## config.mk

```make
export PLATFORM = sky130hd
export DESIGN_NAME = mul_add_seq
export DESIGN_NICKNAME = d
export VERILOG_FILES = /design/src/rtl/mul_add_seq.sv
export SDC_FILE = /design/constraint.sdc
export NUM_CORES = 1
export LEC_CHECK = 0
export BUFFER_PORTS_ARGS = -buffer_cell sky130_fd_sc_hd__buf_2
export CAP_MARGIN = 0
export CORE_UTILIZATION = 50
export DETAILED_ROUTE_END_ITERATION = 8
export PLACE_DENSITY = 0.72
export SLEW_MARGIN = 15
export SYNTH_ARGS = -nofsm -noshare
export SYNTH_HDL_FRONTEND = slang
export SYNTH_SLANG_ARGS = --single-unit
```

## constraint.sdc

```tcl
create_clock -name clk -period 2.7 [get_ports clk]
set_clock_uncertainty 0.1 [all_clocks]
set_input_delay 0.135 -clock clk [delete_from_list [all_inputs] [get_ports clk]]
set_output_delay 0.135 -clock clk [all_outputs]
set_load 0.1 [all_outputs]
```

## src/rtl/mul_add_seq.sv

```systemverilog
// Sequential shift-add multiply-accumulate: dividend = quotient * divisor + remainder.
// Processes one multiplier bit per cycle and flags remainder >= divisor.
module mul_add_seq #(
    parameter int DIVIDEND = 16,
    parameter int DIVISOR  = 8
) (
    input  logic                         clk,
    input  logic                         reset_n,
    input  logic                         start,
    input  logic [DIVIDEND-1:0]          quotient,
    input  logic [DIVISOR-1:0]           divisor,
    input  logic [DIVISOR-1:0]           remainder,
    output logic                         busy,
    output logic                         done,
    output logic [DIVIDEND+DIVISOR-1:0]  dividend,
    output logic                         rem_err
);
    localparam int RW = DIVIDEND + DIVISOR;
    localparam int CW = (DIVISOR > 1) ? $clog2(DIVISOR) : 1;

    typedef enum logic [1:0] {IDLE, RUN, DONE} state_t;

    state_t              state;
    logic [RW-1:0]       acc;
    logic [RW-1:0]       mcand;
    logic [DIVISOR-1:0]  mplier;
    logic [CW-1:0]       cnt;
    logic [DIVISOR-1:0]  rem_q;
    logic [DIVISOR-1:0]  div_q;

    logic                accept;
    logic                last;
    logic [RW-1:0]       sum;

    assign accept = start && (state == IDLE || state == DONE);
    assign last   = (cnt == CW'(DIVISOR - 1));
    // Sum of this iteration; on the last RUN edge it is the final result.
    assign sum    = acc + (mplier[0] ? mcand : '0);

    always_ff @(posedge clk or negedge reset_n) begin
        if (!reset_n) begin
            state    <= IDLE;
            acc      <= '0;
            mcand    <= '0;
            mplier   <= '0;
            cnt      <= '0;
            rem_q    <= '0;
            div_q    <= '0;
            busy     <= 1'b0;
            done     <= 1'b0;
            dividend <= '0;
            rem_err  <= 1'b0;
        end else begin
            done <= 1'b0;
            if (accept) begin
                acc    <= {{DIVIDEND{1'b0}}, remainder};
                mcand  <= {{DIVISOR{1'b0}}, quotient};
                mplier <= divisor;
                rem_q  <= remainder;
                div_q  <= divisor;
                cnt    <= '0;
                busy   <= 1'b1;
                state  <= RUN;
            end else begin
                case (state)
                    RUN: begin
                        acc    <= sum;
                        mcand  <= mcand << 1;
                        mplier <= mplier >> 1;
                        cnt    <= cnt + CW'(1);
                        if (last) begin
                            dividend <= sum;
                            rem_err  <= (rem_q >= div_q);
                            busy     <= 1'b0;
                            done     <= 1'b1;
                            state    <= DONE;
                        end
                    end
                    DONE:    state <= IDLE;
                    default: state <= IDLE;
                endcase
            end
        end
    end
endmodule

```

=== After elaboration in Yosys (flattened, before gate mapping) ===
Index checks and enable logic that the tools add are counted.

* Register bits: 104
* Word-level logic and storage cells: 44

* Add/subtract/negate cells: 2
* $lt $le $gt $ge: 1
* Equality and inequality tests: 4
* Multiplexer cells: 18
* Bitwise gates (word level): 1
* Reductions and logical operators: 7

{| class="wikitable"
|+ Operators with widths
! cell !! number
|-
| 24-bit two-way mux || 5
|-
| 24-bit adder || 1
|-
| 8-bit two-way mux || 2
|-
| 8-bit >= comparator || 1
|-
| 1-bit two-way mux || 6
|-
| 2-bit two-way mux || 3
|-
| 3-bit two-way mux || 2
|-
| 2-bit nonzero test || 2
|-
| 3-bit by 1-bit adder with 3-bit output, second input constant || 1
|-
| 3-bit equality test, second input constant || 1
|-
| 3-bit != test, second input constant || 1
|-
| 3-bit AND reduction || 1
|-
| 2-bit by 1-bit equality test with 1-bit output, second input constant || 1
|-
| 2-bit equality test, second input constant || 1
|-
| 2-bit logical NOT || 1
|-
| 2-bit AND reduction || 1
|-
| 1-bit logical AND || 1
|-
| 1-bit logical OR || 1
|-
| 1-bit NOT || 1
|}

=== Depth between registers and ports, before layout ===
* Depth after elaboration: 5
* Gate-level depth with buffers: 11

=== Worst setup path before layout ===
Ideal clock, no wire load.

* Path type: register -> register
* Start: register mplier[0]
* End: register dividend[22]
* Setup time: 0.071 ns
* Arrival: 2.468 ns
* Setup slack: 0.061 ns
* Cell stages (with the launch flop): 12
* Buffers on the path: 1
* Clock period less this slack: 2.639 ns
* Path through: dfrtp_1 > clkbuf_1 > and2_1 > ha_1 > fa_1 > a21o_1 > nand4_1 > a21oi_2 > o211ai_1 > o21ba_2 > or4_1 > nand3_1

* Cells in the longest elaborated chain, start to end: 2

{| class="wikitable"
|+ RTL lines
! item !! RTL line !! RTL
|-
| start: declaration || 26 || <nowiki>logic [DIVISOR-1:0] mplier;</nowiki>
|-
| start signal: assignment || 58 || <nowiki>mplier <= divisor;</nowiki>
|-
| start signal: assignment || 69 || <nowiki>mplier <= mplier >> 1;</nowiki>
|-
| 24-bit two-way mux || 38 || <nowiki>assign sum = acc + (mplier[0] ? mcand : '0);</nowiki>
|-
| 24-bit adder || 38 ||
|-
| end signal: assignment || 72 || <nowiki>dividend <= sum;</nowiki>
|-
| end: declaration || 15 || <nowiki>output logic [DIVIDEND+DIVISOR-1:0] dividend,</nowiki>
|}

No other way between the ends.
A chain may end at the register's enable or synchronous reset.

=== Worst setup path after layout ===
Same ends and word-level chain as after synthesis.

==> flow_summary.yaml <==
global_route:
  grt_pass1_wl_um: 22480
  antenna_found_initial: 0
  grt_max_degree: 65
  grt_usage_pct: 25.26
  grt.overflow.total: 0
  grt_pass1_vias: 4784
synthesis:
  synthCells: 591
  synth-xor-area-share_pct: 3.515
  synthMuxAreaShare_pct: 0.9130
  synth_compound_area_share_pct: 19.68
  synthAdderAreaFrac_pct: 7.898
  yosys-top-cells-area: "dfrtp_1 (47%), nand2_1 (9.3%), ha_1 (7.5%), o21ai_0 (5.5%), a22oi_1 (2.7%)"
  avgSynthCellArea_um2: 9.275
  synthSimpleGateAreaFrac_pct: 17.58
  synthArstFlopShare_pct: 100.0
  synth_area_um2: 5482
  synthFlopType: "dfrtp_1"
  synthTopCellsByCount: "nand2_1 (136), dfrtp_1 (104), o21ai_0 (60), ha_1 (33), clkbuf_1 (30)"
  ys_seq_area_share_pct: 47.48
  yosysMostFrequentCell: "nand2_1"
  synth_top_family_by_area: "compound AO/OA/AOI/OAI gates"
  synth_seq_cells: 104
  ys_types: 46
  yosysTopAreaCellShare_pct: 47.48
  synth-edff-count: 0
  syn_nets: 660
  ys_warn_count: 0
  yosysTopAreaCell: "dfrtp_1"
timing:
  hold_viol: 0
  maxSlewViolCount: 0
  setup_slack_ns: -0.04121
  holdWs_ns: 0.1516
  fin_crit_sh_pct: 101.5
  layout_min_cycle_time_ns: 2.741
  setup_viol: 4
  fmax_mhz: 364.8
  rsz0062_at_grt: "yes"
  max_slew_margin_pct: 51.36
  worstMarginPinSlew_ns: 0.7279
worst_setup_path:
  cp_max_fo: 13
  rr_startpoint: "mplier[0]"
  cp-startpoint: "mplier[0]"
  crit_path_top_delay_cell: "or4_1"
  worstReg2RegEnd: "dividend[22]"
  reg2reg_depth: 10
  cp-end-kind: "register"
  worstSetupPathType: "reg -> reg"
  crit_arrival_ns: 2.97
  start_kind: "register"
  worstPathCellList: "buf_12, buf_4, and2_1, ha_4, buf_4, nand4_1, o21ai_0, o21ba_4, or4_1, nand3_1"
  crit_path_frequent_cell: "buf_4"
  max_stage_delay_ns: 0.48
  worstPathRequired_ns: 2.93
  r2r_setup_slack_ns: -0.04
routing:
  drc: 0
  dr_total_vias: 4714
  drtIter0Drc: 270
  antenna_left: 0
  viasPerCell: 5.572
  wl_um: 13570
  dr.pass1.iters: 5
  routedWlPerCell_um: 16.04
cts:
  path_clk_slew_ns: 0.11
  cts_made_buffers: 9
  cts_tree: "built"
  cts_root_buffer: "clkbuf_8"
  cts_max_path_buffers: 2
  clock_sinks: 104
  htreeDepth: 3
  clk_latency_ns: 0.39
die:
  placementRows: 37
  die_area_um2: 11390
  die_w_um: 106.7
  core-area_um2: 10460
  die_y_um: 106.7
  io-pin-count: 62
  start_util_pct: 52.39
hold_path:
  hp-class: "in -> reg"
  hold_start: "start"
  holdPathEnd: "busy"
  holdPathStages: 3
placed_design:
  port_buffers: 61
  gp_congestion: 0.8833
  detailed_place_hpwl_um: 9410
run_status:
  status: "finished with violations"
  violations: "negative setup slack"
layout:
  nNetsFinal: 774
  finish.utilization_pct: 66.59
  diodes: 0
  drive_gt1_share_pct: 22.82
  nFillCells: 842
  area_growth_pct: 27.09
flow_run:
  maxCapViolations: 0
[repair_timing]
item,4_1_cts,5_1_grt
hold buffers,33,0
endpoints found under the setup margin,11,18
setup buffers,2,5
hold endpoints to repair,88,0
resized for setup,13,33
pin swaps,6,13
[logic make-up after synthesis]
logic type	after synthesis
AO/OA/AOI/OAI	168
XOR/XNOR	22
AND/OR/NAND/NOR	215
adder cells (fa/ha/maj)	34
buffers and inverters	43
flip-flops	104
multiplexers	5
[cell usage in the layout (no fill, tap or decap), drive strengths merged, types with 3 or more instances in the layout]
cell	instances
xor2	11
a21oi	27
o21ai	67
nand2b	4
o21a	3
o31ai	4
nor2	16
ha	33
clkbuf	9
nand2	138
xnor2	11
buf	100
o211ai	5
inv	16
a211oi	3
a22oi	20
a22o	11
or4	3
nand3	8
dlygate4sd3	33
o21bai	4
mux2i	5
dfrtp	104
nor3	5
nand4	10
and2	24
a21o	16
[area by class of cell]
class | count | area (um^2) | area share (%)
Clock buffer | 9 | 123.9 | 1.778
Clock inverter | 7 | 77.57 | 1.114
Inverter | 13 | 48.80 | 0.7004
Multi-Input combinational cell | 444 | 2983 | 42.82
Sequential cell | 104 | 2604 | 37.37
Tap cell | 136 | 170.2 | 2.443
Timing Repair Buffer | 133 | 959.7 | 13.78
[per-stage QoR]
| stage | cell area, um^2 | std cells | TNS (ns) | setup slack (ns) |
|---|---|---|---|---|
| 2_1_floorplan | 5482 | 591 | 0 | 0.06122 |
| 3_3_place_gp | 6130 | 790 | 0 | 0.02365 |
| 3_5_place_dp | 6130 | 790 | -0.02838 | -0.01418 |
| 4_1_cts | 6779 | 841 | 0 | 0.001692 |
| 5_1_grt | 6967 | 846 | -0.8229 | -0.1492 |
| 6_report | 6967 | 846 | -0.06267 | -0.04121 |
[sequential cells by signal, summed over array words and instances (netlist names)]
name,count
acc,24
dividend,24
mcand,24
div_q,8
mplier,8
rem_q,8
cnt,3
state,2
busy,1
done,1
rem_err,1
[how the worst max path moves through the flow]
| stage | endpoint | cells after the start |
|---|---|---|
| 6_report | dividend[22] | 10 |
| 2_1_floorplan | dividend[22] | 11 |
| 3_5_place_dp | acc[21] | 10 |
| 4_1_cts | acc[21] | 10 |
| 3_3_place_gp | acc[21] | 10 |
| 5_1_grt | dividend[22] | 10 |
[layer usage]
| layer | GRT usage (%) | vias up | wire length [um] |
|---|---|---|---|
| li1 | - | 2288 | - |
| met1 | 33.56 | 2274 | 6099 |
| met2 | 41.01 | 129 | 6613 |
| met3 | 4.681 | 23 | 577 |
| met4 | 9.785 | 0 | 280 |
| met5 | 0 | - | 0 |
[critical path: cells and delay by family, from the launching register on]
family / cells / cell delay, ns
AND/OR/NAND/NOR: 4 / 0.94
AO/OA/AOI/OAI: 2 / 0.46
flip-flops: 1 / 0.45
buffers and inverters: 3 / 0.44
adder cells (fa/ha/maj): 1 / 0.30
Power is left out: the tool's default activity adds up to more than one toggle a clock period on the data nets, which glitch-free logic cannot reach.
